### src/rtl/sram_port_arbiter.sv
// Round-robin arbiter sharing one dual_sram port among NPORT requesters.
// Supports bounded locked bursts and routes read data back via a tag pipeline.
module sram_port_arbiter #(
    parameter int unsigned NPORT    = 4,
    parameter int unsigned DWIDTH   = 32,
    parameter int unsigned AWIDTH   = 15,
    parameter int unsigned RD_LAT   = 1,
    parameter int unsigned MAX_LOCK = 16
) (
    input  logic                    clk_in,
    input  logic                    rst_n_in,
    input  logic [NPORT-1:0]        req_in,
    input  logic [NPORT-1:0]        we_in,
    input  logic [NPORT-1:0]        lock_in,
    input  logic [NPORT*AWIDTH-1:0] addr_in,
    input  logic [NPORT*DWIDTH-1:0] wdata_in,
    output logic [NPORT-1:0]        gnt_out,
    output logic [NPORT-1:0]        rd_valid_out,
    output logic [DWIDTH-1:0]       rd_data_out,
    output logic                    en_out,
    output logic                    we_out,
    output logic [AWIDTH-1:0]       addr_out,
    output logic [DWIDTH-1:0]       d_out,
    input  logic [DWIDTH-1:0]       d_in
);
    localparam int unsigned PW   = (NPORT > 1) ? $clog2(NPORT) : 1;
    localparam int unsigned CW   = $clog2(MAX_LOCK) + 1;
    localparam int unsigned LAST = NPORT - 1;

    typedef enum logic {
        IDLE = 1'b0,
        LOCK = 1'b1
    } state_t;

    state_t          state;
    logic [PW-1:0]   rr_ptr;
    logic [PW-1:0]   owner;
    logic [CW-1:0]   lock_cnt;
    logic [PW-1:0]   win_c;
    logic [PW-1:0]   idx_c;
    logic [PW-1:0]   next_c;
    logic            win_vld_c;
    logic            release_c;

    // Stage 0 is aligned with the issue register; RD_LAT further stages
    // line the tag up with d_in.
    logic [RD_LAT:0] tag_vld;
    logic [PW-1:0]   tag_port [0:RD_LAT];

    // Winner select: locked owner only, else first requester at/after rr_ptr.
    always_comb begin
        win_c     = owner;
        win_vld_c = 1'b0;
        idx_c     = '0;
        if (state == LOCK) begin
            win_vld_c = req_in[owner];
        end else begin
            for (int k = NPORT - 1; k >= 0; k--) begin
                idx_c = PW'((int'(rr_ptr) + k) % NPORT);
                if (req_in[idx_c]) begin
                    win_c     = idx_c;
                    win_vld_c = 1'b1;
                end
            end
        end
    end

    assign next_c    = (win_c == PW'(LAST)) ? '0 : win_c + PW'(1);
    assign release_c = (state == LOCK) && win_vld_c &&
                       (!lock_in[owner] || (lock_cnt == CW'(MAX_LOCK - 1)));
    assign gnt_out   = (win_vld_c && rst_n_in) ? (NPORT'(1) << win_c) : '0;

    // Arbitration state: pointer, lock owner and burst length.
    always_ff @(posedge clk_in or negedge rst_n_in) begin
        if (!rst_n_in) begin
            state    <= IDLE;
            rr_ptr   <= '0;
            owner    <= '0;
            lock_cnt <= '0;
        end else if (win_vld_c) begin
            case (state)
                IDLE: begin
                    rr_ptr <= next_c;
                    if (lock_in[win_c]) begin
                        state    <= LOCK;
                        owner    <= win_c;
                        lock_cnt <= CW'(1);
                    end
                end
                LOCK: begin
                    if (release_c) begin
                        state    <= IDLE;
                        rr_ptr   <= next_c;
                        lock_cnt <= '0;
                    end else begin
                        lock_cnt <= lock_cnt + CW'(1);
                    end
                end
                default: state <= IDLE;
            endcase
        end
    end

    // Issue register, tag pipeline and read return.
    always_ff @(posedge clk_in or negedge rst_n_in) begin
        if (!rst_n_in) begin
            en_out       <= 1'b0;
            we_out       <= 1'b0;
            addr_out     <= '0;
            d_out        <= '0;
            rd_valid_out <= '0;
            rd_data_out  <= '0;
            tag_vld      <= '0;
            for (int s = 0; s <= RD_LAT; s++) begin
                tag_port[s] <= '0;
            end
        end else begin
            en_out <= win_vld_c;
            we_out <= win_vld_c & we_in[win_c];
            if (win_vld_c) begin
                addr_out <= addr_in[win_c*AWIDTH +: AWIDTH];
                d_out    <= wdata_in[win_c*DWIDTH +: DWIDTH];
            end
            tag_vld[0]  <= win_vld_c & ~we_in[win_c];
            tag_port[0] <= win_c;
            for (int s = 1; s <= RD_LAT; s++) begin
                tag_vld[s]  <= tag_vld[s-1];
                tag_port[s] <= tag_port[s-1];
            end
            rd_valid_out <= tag_vld[RD_LAT] ? (NPORT'(1) << tag_port[RD_LAT]) : '0;
            if (tag_vld[RD_LAT]) begin
                rd_data_out <= d_in;
            end
        end
    end

endmodule
### config.mk
export PLATFORM = sky130hd
export DESIGN_NAME = sram_port_arbiter
export DESIGN_NICKNAME = d
export VERILOG_FILES = /design/src/rtl/sram_port_arbiter.sv
export SDC_FILE = /design/constraint.sdc
export NUM_CORES = 1
export LEC_CHECK = 0
export CORE_MARGIN = 3
export CORE_UTILIZATION = 39
export DETAILED_ROUTE_END_ITERATION = 7
export PLACE_DENSITY = 0.93
export SYNTH_ARGS = -nofsm -noshare
export SYNTH_HDL_FRONTEND = slang
export SYNTH_SLANG_ARGS = --single-unit
### constraint.sdc
create_clock -name clk_in -period 3.04 [get_ports clk_in]
set_input_delay 0.608 -clock clk_in [delete_from_list [all_inputs] [get_ports clk_in]]
set_output_delay 0.608 -clock clk_in [all_outputs]
set_load 0.03 [all_outputs]
==> results, run 1 <==
- The number of instances in the synthesized netlist is just over 700.
- The via count of the first global-routing pass is 6098.
- The share of final-layout standard cells stronger than drive strength 1 is a little over a tenth.
- The clock-pin slew reported for the worst setup and hold paths after clock tree synthesis is around 80 ps.
- The first global-routing pass estimated 30600 um of wire.
- Setup repair after global routing left no endpoint under its margin.
- The number of buffers between clock root and the deepest sink is 2.
- Max-cap violations in this run came to 0.
- The dominant register cell in the synthesized netlist is sky130_fd_sc_hd__dfrtp_1.
- Along the worst path, the maximum fanout reaches 4.
- VDD sags by at most approximately 0.00056 V.
- Measured against its own limit, the worst slew margin works out to a little under two fifths.
- The synthesized netlist occupies a cell area of 5630 um^2.
- The proportion of synthesized chip area in sequential cells is roughly 45%.
- Summed over all cells, the static leakage comes to slightly above 0.004 uW.
- For this run, the total global-route usage over all layers was measured as 24.0%.
- At the later pin of the worst-skew pair, clock insertion delay measures roughly 350 ps.
- The synthesized design contains 0 enable-type register cells.
- After clock tree synthesis, the flow added hold-fix buffers numbering 0.
- The total placed instance area is around 9000 um^2.
- For this run, asynchronously set or reset flops after synthesis account for 100%.
- The initial utilization of the core area, before any placement, comes to between 40 and 50%.
- The data required time of the critical path is 2430 ps.
- The total of flip-flops plus latches after synthesis is about 100.
- The first TritonRoute pass finished after 5 iterations.
- In this run the worst hold path is classified as in -> async.
- The tree is rooted in a sky130_fd_sc_hd__clkbuf_16.
- The average cell area after synthesis is between 7 and 8 um^2.
- At the pin with the least slew margin, the transition time is roughly 930 ps.
- For this run, the share of the core covered by cells in the final layout is about two thirds.
- Counting the buffers created by CTS gives 9.
- The routed layout has 6176 vias.
- The average detailed-routed wire length per instance is between 15 and 20 um.
- The synthesis warning total is 0.
- The count of buffers added on input and output ports is around 320.
- The net count of the finished layout is 1272.
- The worst slack on hold paths is between 300 and 400 ps.
- The floorplan has 43 rows.
- The number of H-tree levels is 3.
- The worst reg2reg path endpoint is d_out[21].
- The largest clock skew in the final design is ~11 ps.
- The reg-to-reg startpoint is rr_ptr[1].
- For this block, the initial DRC count from the detailed router was around 360.
- The area enclosed by the die boundary is between 15000 and 20000 um^2.
- After detailed routing, the total wire length is 19900 um.
- The number of endpoints failing setup at the final stage is 0.
- The pin count of the biggest net entering global routing is 96.
- The final weighted congestion in routability-driven placement is 0.878.
- The total power divided by cell area is roughly 1100 nW/um^2.
- In this run the vertical extent of the chip is ~130 um.
- The floorplan step defined a core boundary enclosing about 14000 um^2.
- The placed wire-length estimate after detailed placement is between 10000 and 15000 um.
- The period utilization is between 90% and 100%.
- The number of diodes added for antenna fixing is 0.
- The clock drives 101 sinks.
- In the routed layout, each cell is associated on average with a via count of 5.07.
- TritonCTS built the clock tree.
- The worst register-to-register path has a setup slack of between 300 and 400 ps.
- The most frequent standard cell in the layout excluding fill and tap cells is sky130_fd_sc_hd__clkdlybuf4s50_1.
- The worst setup path is of the in -> out kind.
- In this run the horizontal extent of the chip is ~130 um.
- The number of design rule violations left after detail routing is 0.
- After global routing the overflow that remains totals 0.
- In the layout the commonest cells are sky130_fd_sc_hd__clkdlybuf4s50_1, sky130_fd_sc_hd__nand2_1, sky130_fd_sc_hd__nor2_1, sky130_fd_sc_hd__dfrtp_1, sky130_fd_sc_hd__o21ai_0.
- Counting cells, the worst reg-to-reg path comes to 11.
- The number of pins with negative max-slew slack in the final report is 0.
- During I/O placement, the number of pins put on the boundary was between 300 and 400.
- Yosys mapped the design onto 45 distinct sky130hd cell types.
- The upper clock frequency limit is about 0.34 GHz.
- The smallest clock period supported by the final layout is computed as about 3000 ps.
- The endpoint class of the critical path is a primary output.
- The layout-stage area growth over the synthesis result is 68.3%.
- The number of antenna violations at the first check in global routing is 0.
- In this run the remaining antenna-violating nets after routing total 0.
- The run finished with clean final reports.
- At the worst endpoint, the arrival time is roughly 2400 ps.
- The number of nets handed over by synthesis was 950.
- STA classifies the critical path startpoint as an input port.
- The area of all placed cells without fillers is about 9500 um^2.
- The final count of hold timing violations came to 0.
## cells in the mapped netlist (5+ instances only)
library cell | number | area [um^2]
sky130_fd_sc_hd__a21oi_1 | 7 | 35.0
sky130_fd_sc_hd__and3_1 | 9 | 56.3
sky130_fd_sc_hd__buf_2 | 8 | 40.0
sky130_fd_sc_hd__buf_4 | 8 | 60.1
sky130_fd_sc_hd__buf_6 | 5 | 56.3
sky130_fd_sc_hd__clkbuf_1 | 25 | 93.8
sky130_fd_sc_hd__dfrtp_1 | 101 | 2530
sky130_fd_sc_hd__ha_1 | 6 | 75.1
sky130_fd_sc_hd__inv_1 | 7 | 26.3
sky130_fd_sc_hd__mux2_2 | 34 | 383
sky130_fd_sc_hd__nand2_1 | 158 | 593
sky130_fd_sc_hd__nand3_1 | 48 | 240
sky130_fd_sc_hd__nor2_1 | 154 | 578
sky130_fd_sc_hd__o21ai_0 | 53 | 265
sky130_fd_sc_hd__o21ai_1 | 45 | 225
## how the worst max path moves through the flow
stage                     startpoint          to  slack [ps]  depth (start not counted)
after floorplan            req_in[1]  gnt_out[0]         290                          8
after global placement     req_in[3]  gnt_out[1]        -410                          8
after detailed placement   req_in[1]  gnt_out[1]        -430                          9
after CTS                  rr_ptr[0]  gnt_out[0]          30                          8
after global routing       req_in[3]  gnt_out[0]           2                          9
final                      req_in[3]  gnt_out[0]          80                          9
## sequential cells by signal (all words and copies together) (netlist names)
signal	count
lock_cnt	5
owner	2
state	1
d_out	32
rd_data_out	32
rr_ptr	2
tag_port	4
rd_valid_out	4
en_out	1
we_out	1
addr_out	15
tag_vld	2
## stage by stage
step / power (uW) / TNS [ps] / setup slack [ps] / cells
5_1_grt: 11300 / 0 / 2.45 / 1217
2_1_floorplan: 6740 / 0 / 291 / 710
3_5_place_dp: 9150 / -14370 / -428 / 1193
6_report: 10500 / 0 / 77.4 / 1217
3_3_place_gp: 8930 / -10810 / -410 / 1193
4_1_cts: 10500 / 0 / 30.2 / 1214
## metal layers
| layer | vias up | wire length (um) | GRT usage, % |
|---|---|---|---|
| li1 | 3000 | - | - |
| met1 | 2813 | 7750 | 28.1 |
| met2 | 300 | 9830 | 41.7 |
| met3 | 63 | 1450 | 5.22 |
| met4 | 0 | 846 | 11.5 |
| met5 | - | 0 | 0 |
## cells by family (layout without fill, tap and decap cells)
family / Yosys count / after routing / share of synthesized area [%]
muxes: 38 / 38 / 7.83
AOI/OAI and AO/OA: 126 / 126 / 13.1
DFF: 101 / 101 / 44.9
adders and majority gates: 6 / 6 / 1.33
xor gates and xnor gates: 1 / 1 / 0.156
buffers and inverters: 56 / 383 / 5.11
and+or+nand+nor: 382 / 382 / 27.6
## power by group
group	leakage (uW)	switching, uW	internal, uW
Sequential	0.00121	386	2040
Combinational	0.00271	4090	2910
Clock	0.000142	548	568
## what timing repair did
item | 4_1_cts | 5_1_grt
pin swaps | 4 | 3
setup buffers | 4 | 2
gates cloned | 1 | 1
resized for setup | 20 | 8
hold endpoints to repair | 0 | 0
setup endpoints to repair | 5 | 4
## worst max-delay path: stages
cell and delay [ps]:
sky130_fd_sc_hd__clkdlybuf4s15_1 230, sky130_fd_sc_hd__inv_1 70, sky130_fd_sc_hd__o311a_1 320, sky130_fd_sc_hd__o32ai_4 370
sky130_fd_sc_hd__clkinv_2 160, sky130_fd_sc_hd__buf_12 150, sky130_fd_sc_hd__ha_1 160, sky130_fd_sc_hd__and3_1 130
sky130_fd_sc_hd__buf_4 160
## final cells by class
cell class | instances | area [um^2]
Tap cell | 180 | 225
Inverter | 9 | 35.0
Timing Repair Buffer | 358 | 3560
Fill cell | 1080 | 4520
Sequential cell | 101 | 2530
Clock buffer | 9 | 225
Clock inverter | 7 | 56.3
Multi-Input combinational cell | 553 | 2840
Power figures use the tool's default switching activity.
==> run 2, diff against run 1 <==
CORE_UTILIZATION = 35   (was 39)
PLACE_DENSITY = 0.89   (was 0.93)
clock period = 2.41 ns   (was 3.04 ns; I/O delays follow)
==> results, run 2 (synthesis results as in run 1) <==
- The run finished, with violations left.
- The checks that failed: negative setup slack.
- The area of all placed cells without fillers is 9990 um^2 (+5.5%).
- The headroom to the max-slew limit is 39.9% (+1.7 points).
- Setup repair after global routing could not meet its margin everywhere.
- The aggregate global-route resource usage is 23.6% (-0.40 points).
- The global-route wire length before repair is 33000 um (+8.0%).
- The worst setup path is launched from a register.
- The count of hold-fix buffers inserted at cts is 0 (unchanged).
- The worst supply voltage drop on vdd is 0.000997 V (+77%).
- The die boundary width came to 133 um (+5.3%).
- The placed wire-length estimate after detailed placement is 15200 um (+3.1%).
- The number of antenna violations at the first check in global routing is 2 (+2).
- The total placed instance area is 9200 um^2 (+1.6%).
- The total power divided by cell area is 1450 nW/um^2 (+30%).
- The cell chosen for the clock root is sky130_fd_sc_hd__clkbuf_16.
- The share of final-layout standard cells stronger than drive strength 1 is 14.2% (+3.7 points).
- The class of the most critical hold timing path is in -> async.
- Leaving out fill and tap cells, the most frequent cell in the layout is sky130_fd_sc_hd__clkdlybuf4s50_1.
- The initial cell density of the core is 36.3% (-3.9 points).
- The clock-pin slew reported for the worst setup and hold paths after clock tree synthesis is 80 ps (about the same).
- The combined area of the multi-input logic cells is 2980 um^2 (+5.0%).
- The overall routed net length is 21900 um (+10%).
- The number of H-tree levels is 3 (unchanged).
- The critical path arrival is 2220 ps (-130 ps).
- The count of maximum capacitance violations is 0 (unchanged).
- By startpoint and endpoint, the worst setup path is classified as reg -> out.
- The via count of the routed design came to 6341 (+2.7%).
- The setup slack of the critical path after layout was -288 ps (-365 ps).
- The row count was 45 (+4.7%).
- The via count of the first global-routing pass was 6240 (+2.3%).
- The final count of hold timing violations is 0 (unchanged).
- The number of fill cells in the layout came to 1223 (+13%).
- The port buffer count is 322 (unchanged).
- The average detailed-routed wire length per instance is 17.2 um (+5.1%).
- The number of pins with negative max-slew slack in the final report is 0 (unchanged).
- TritonCTS built the clock tree.
- The placement-stage worst setup slack was -911 ps (-483 ps).
- The number of design rule violations left after detail routing is 0 (unchanged).
- The insertion delay to the later sink of the worst-skew pair was 350 ps (about the same).
- The number of endpoints failing setup at the final stage is 5 (+5).
- The pin count of the biggest net entering global routing is 96 (unchanged).
- The placeable core area is 15500 um^2 (+11%).
- Compared with the post-synthesis result, the final layout area differs by 77.4%.
- Timing would allow up to ~0.37 GHz.
- The clock sink count was 101 (unchanged).
- The largest clock skew in the final design is 11.5 ps (+0.505 ps).
- The number of iterations in the first detailed-routing pass is 5 (unchanged).
- The number of buffers between clock root and the deepest sink is 2 (unchanged).
- The sequential cell area in the final layout is 2530 um^2 (about the same).
- In the finished design, the share of the clock period the worst path needs comes to 112%.
- The net count of the finished layout came to 1297 (+2.0%).
- The I/O pin count came to 323 (unchanged).
- The slew at the pin with the worst max-slew slack is 901 ps (-24.8 ps).
- The area enclosed by the die boundary is 17600 um^2 (+11%).
- The data required time of the critical path is 1930 ps (-500 ps).
- The final weighted congestion in routability-driven placement came to 0.925 (+5.3%).
- The CTS buffer count is 9 (unchanged).
- In the layout the commonest cells are sky130_fd_sc_hd__clkdlybuf4s50_1, sky130_fd_sc_hd__nand2_1, sky130_fd_sc_hd__nor2_1, sky130_fd_sc_hd__dfrtp_1, sky130_fd_sc_hd__o21ai_1.
- The die boundary height came to 133 um (+5.3%).
- The remaining global-route overflow was 0 (unchanged).
- The leakage power is 0.00426 uW (+5.0%).
- The number of diodes added for antenna fixing is 0 (unchanged).
- The average vias per placed instance was 4.98 (-1.8%).
- The largest registers in the layout are d_out (32), rd_data_out (32), addr_out (15).
- The shortest period the worst path allows is 2700 ps.
- The starting DRC count in detailed routing is 451 (+25%).
- The endpoint class of the critical path is a primary output.
- The largest fanout on the critical path is 3 (-1).
- The number of routed nets with antenna violations is 0 (unchanged).
## run 2: final cells by class
cell class              instances  area share [%]
clock buffers                   9            2.26
clock inverters                 7           0.865
repair buffers                383            38.7
flip-flops and latches        101            25.3
multi-input cells             553            29.8
well taps                     211            2.64
inverters                       9           0.376
## run 2: final timing paths
check                            start  depth (start not counted)  slack (ps)          end
max                           owner[0]                          9        -290   gnt_out[1]
max in group asynchronous     rst_n_in                          2        1460  addr_out[2]
min reg2reg                tag_port[3]                          0         350  tag_port[1]
min                           rst_n_in                          2         240    d_out[14]
min in group clk_in        tag_port[3]                          0         350  tag_port[1]
max reg2reg                   owner[0]                          5           0     d_out[9]
## run 2: report_power, final
group / internal [uW] / leakage [uW] / total, uW / switching, uW
Combinational: 4370 / 0.00290 / 9930 / 5560
Sequential: 2570 / 0.00121 / 3060 / 490
Clock: 747 / 0.000151 / 1490 / 746
## run 2: routing by layer
layer	track usage (%)	vias to the layer above	wire length, um
met3	6.69	48	1750
met2	41.5	310	11000
met4	10.2	4	789
met5	0	-	34
li1	-	3045	-
met1	26.7	2934	8310
## run 2: through the flow
stage               cells  hold WS (ps)  setup TNS, ps  util (%)  total power [uW]
detailed placement   1236           336         -42560      59.4             11700
global route         1273           266          -5250      64.5             15400
global placement     1236           334         -41000      59.4             11500
finish               1273           238          -1050      64.5             14500
floorplan             710           186              0         -              8560
CTS                  1271           230          -1020      63.7             14200
## run 2: worst max-delay path, cell delays in order (launching register included)
cell,delay (ps)
sky130_fd_sc_hd__dfrtp_1,420
sky130_fd_sc_hd__nor2b_4,140
sky130_fd_sc_hd__o21bai_1,170
sky130_fd_sc_hd__a31oi_2,150
sky130_fd_sc_hd__o31ai_4,290
sky130_fd_sc_hd__inv_2,90
sky130_fd_sc_hd__buf_6,120
sky130_fd_sc_hd__ha_2,180
sky130_fd_sc_hd__and3_4,170
sky130_fd_sc_hd__buf_6,130
## run 2: timing repair
item | CTS | global route
pin swaps | 8 | 9
endpoints found under the hold margin | 0 | 0
cloned | 3 | 1
resized for setup | 46 | 29
setup buffers | 16 | 3
endpoints found under the setup margin | 59 | 60
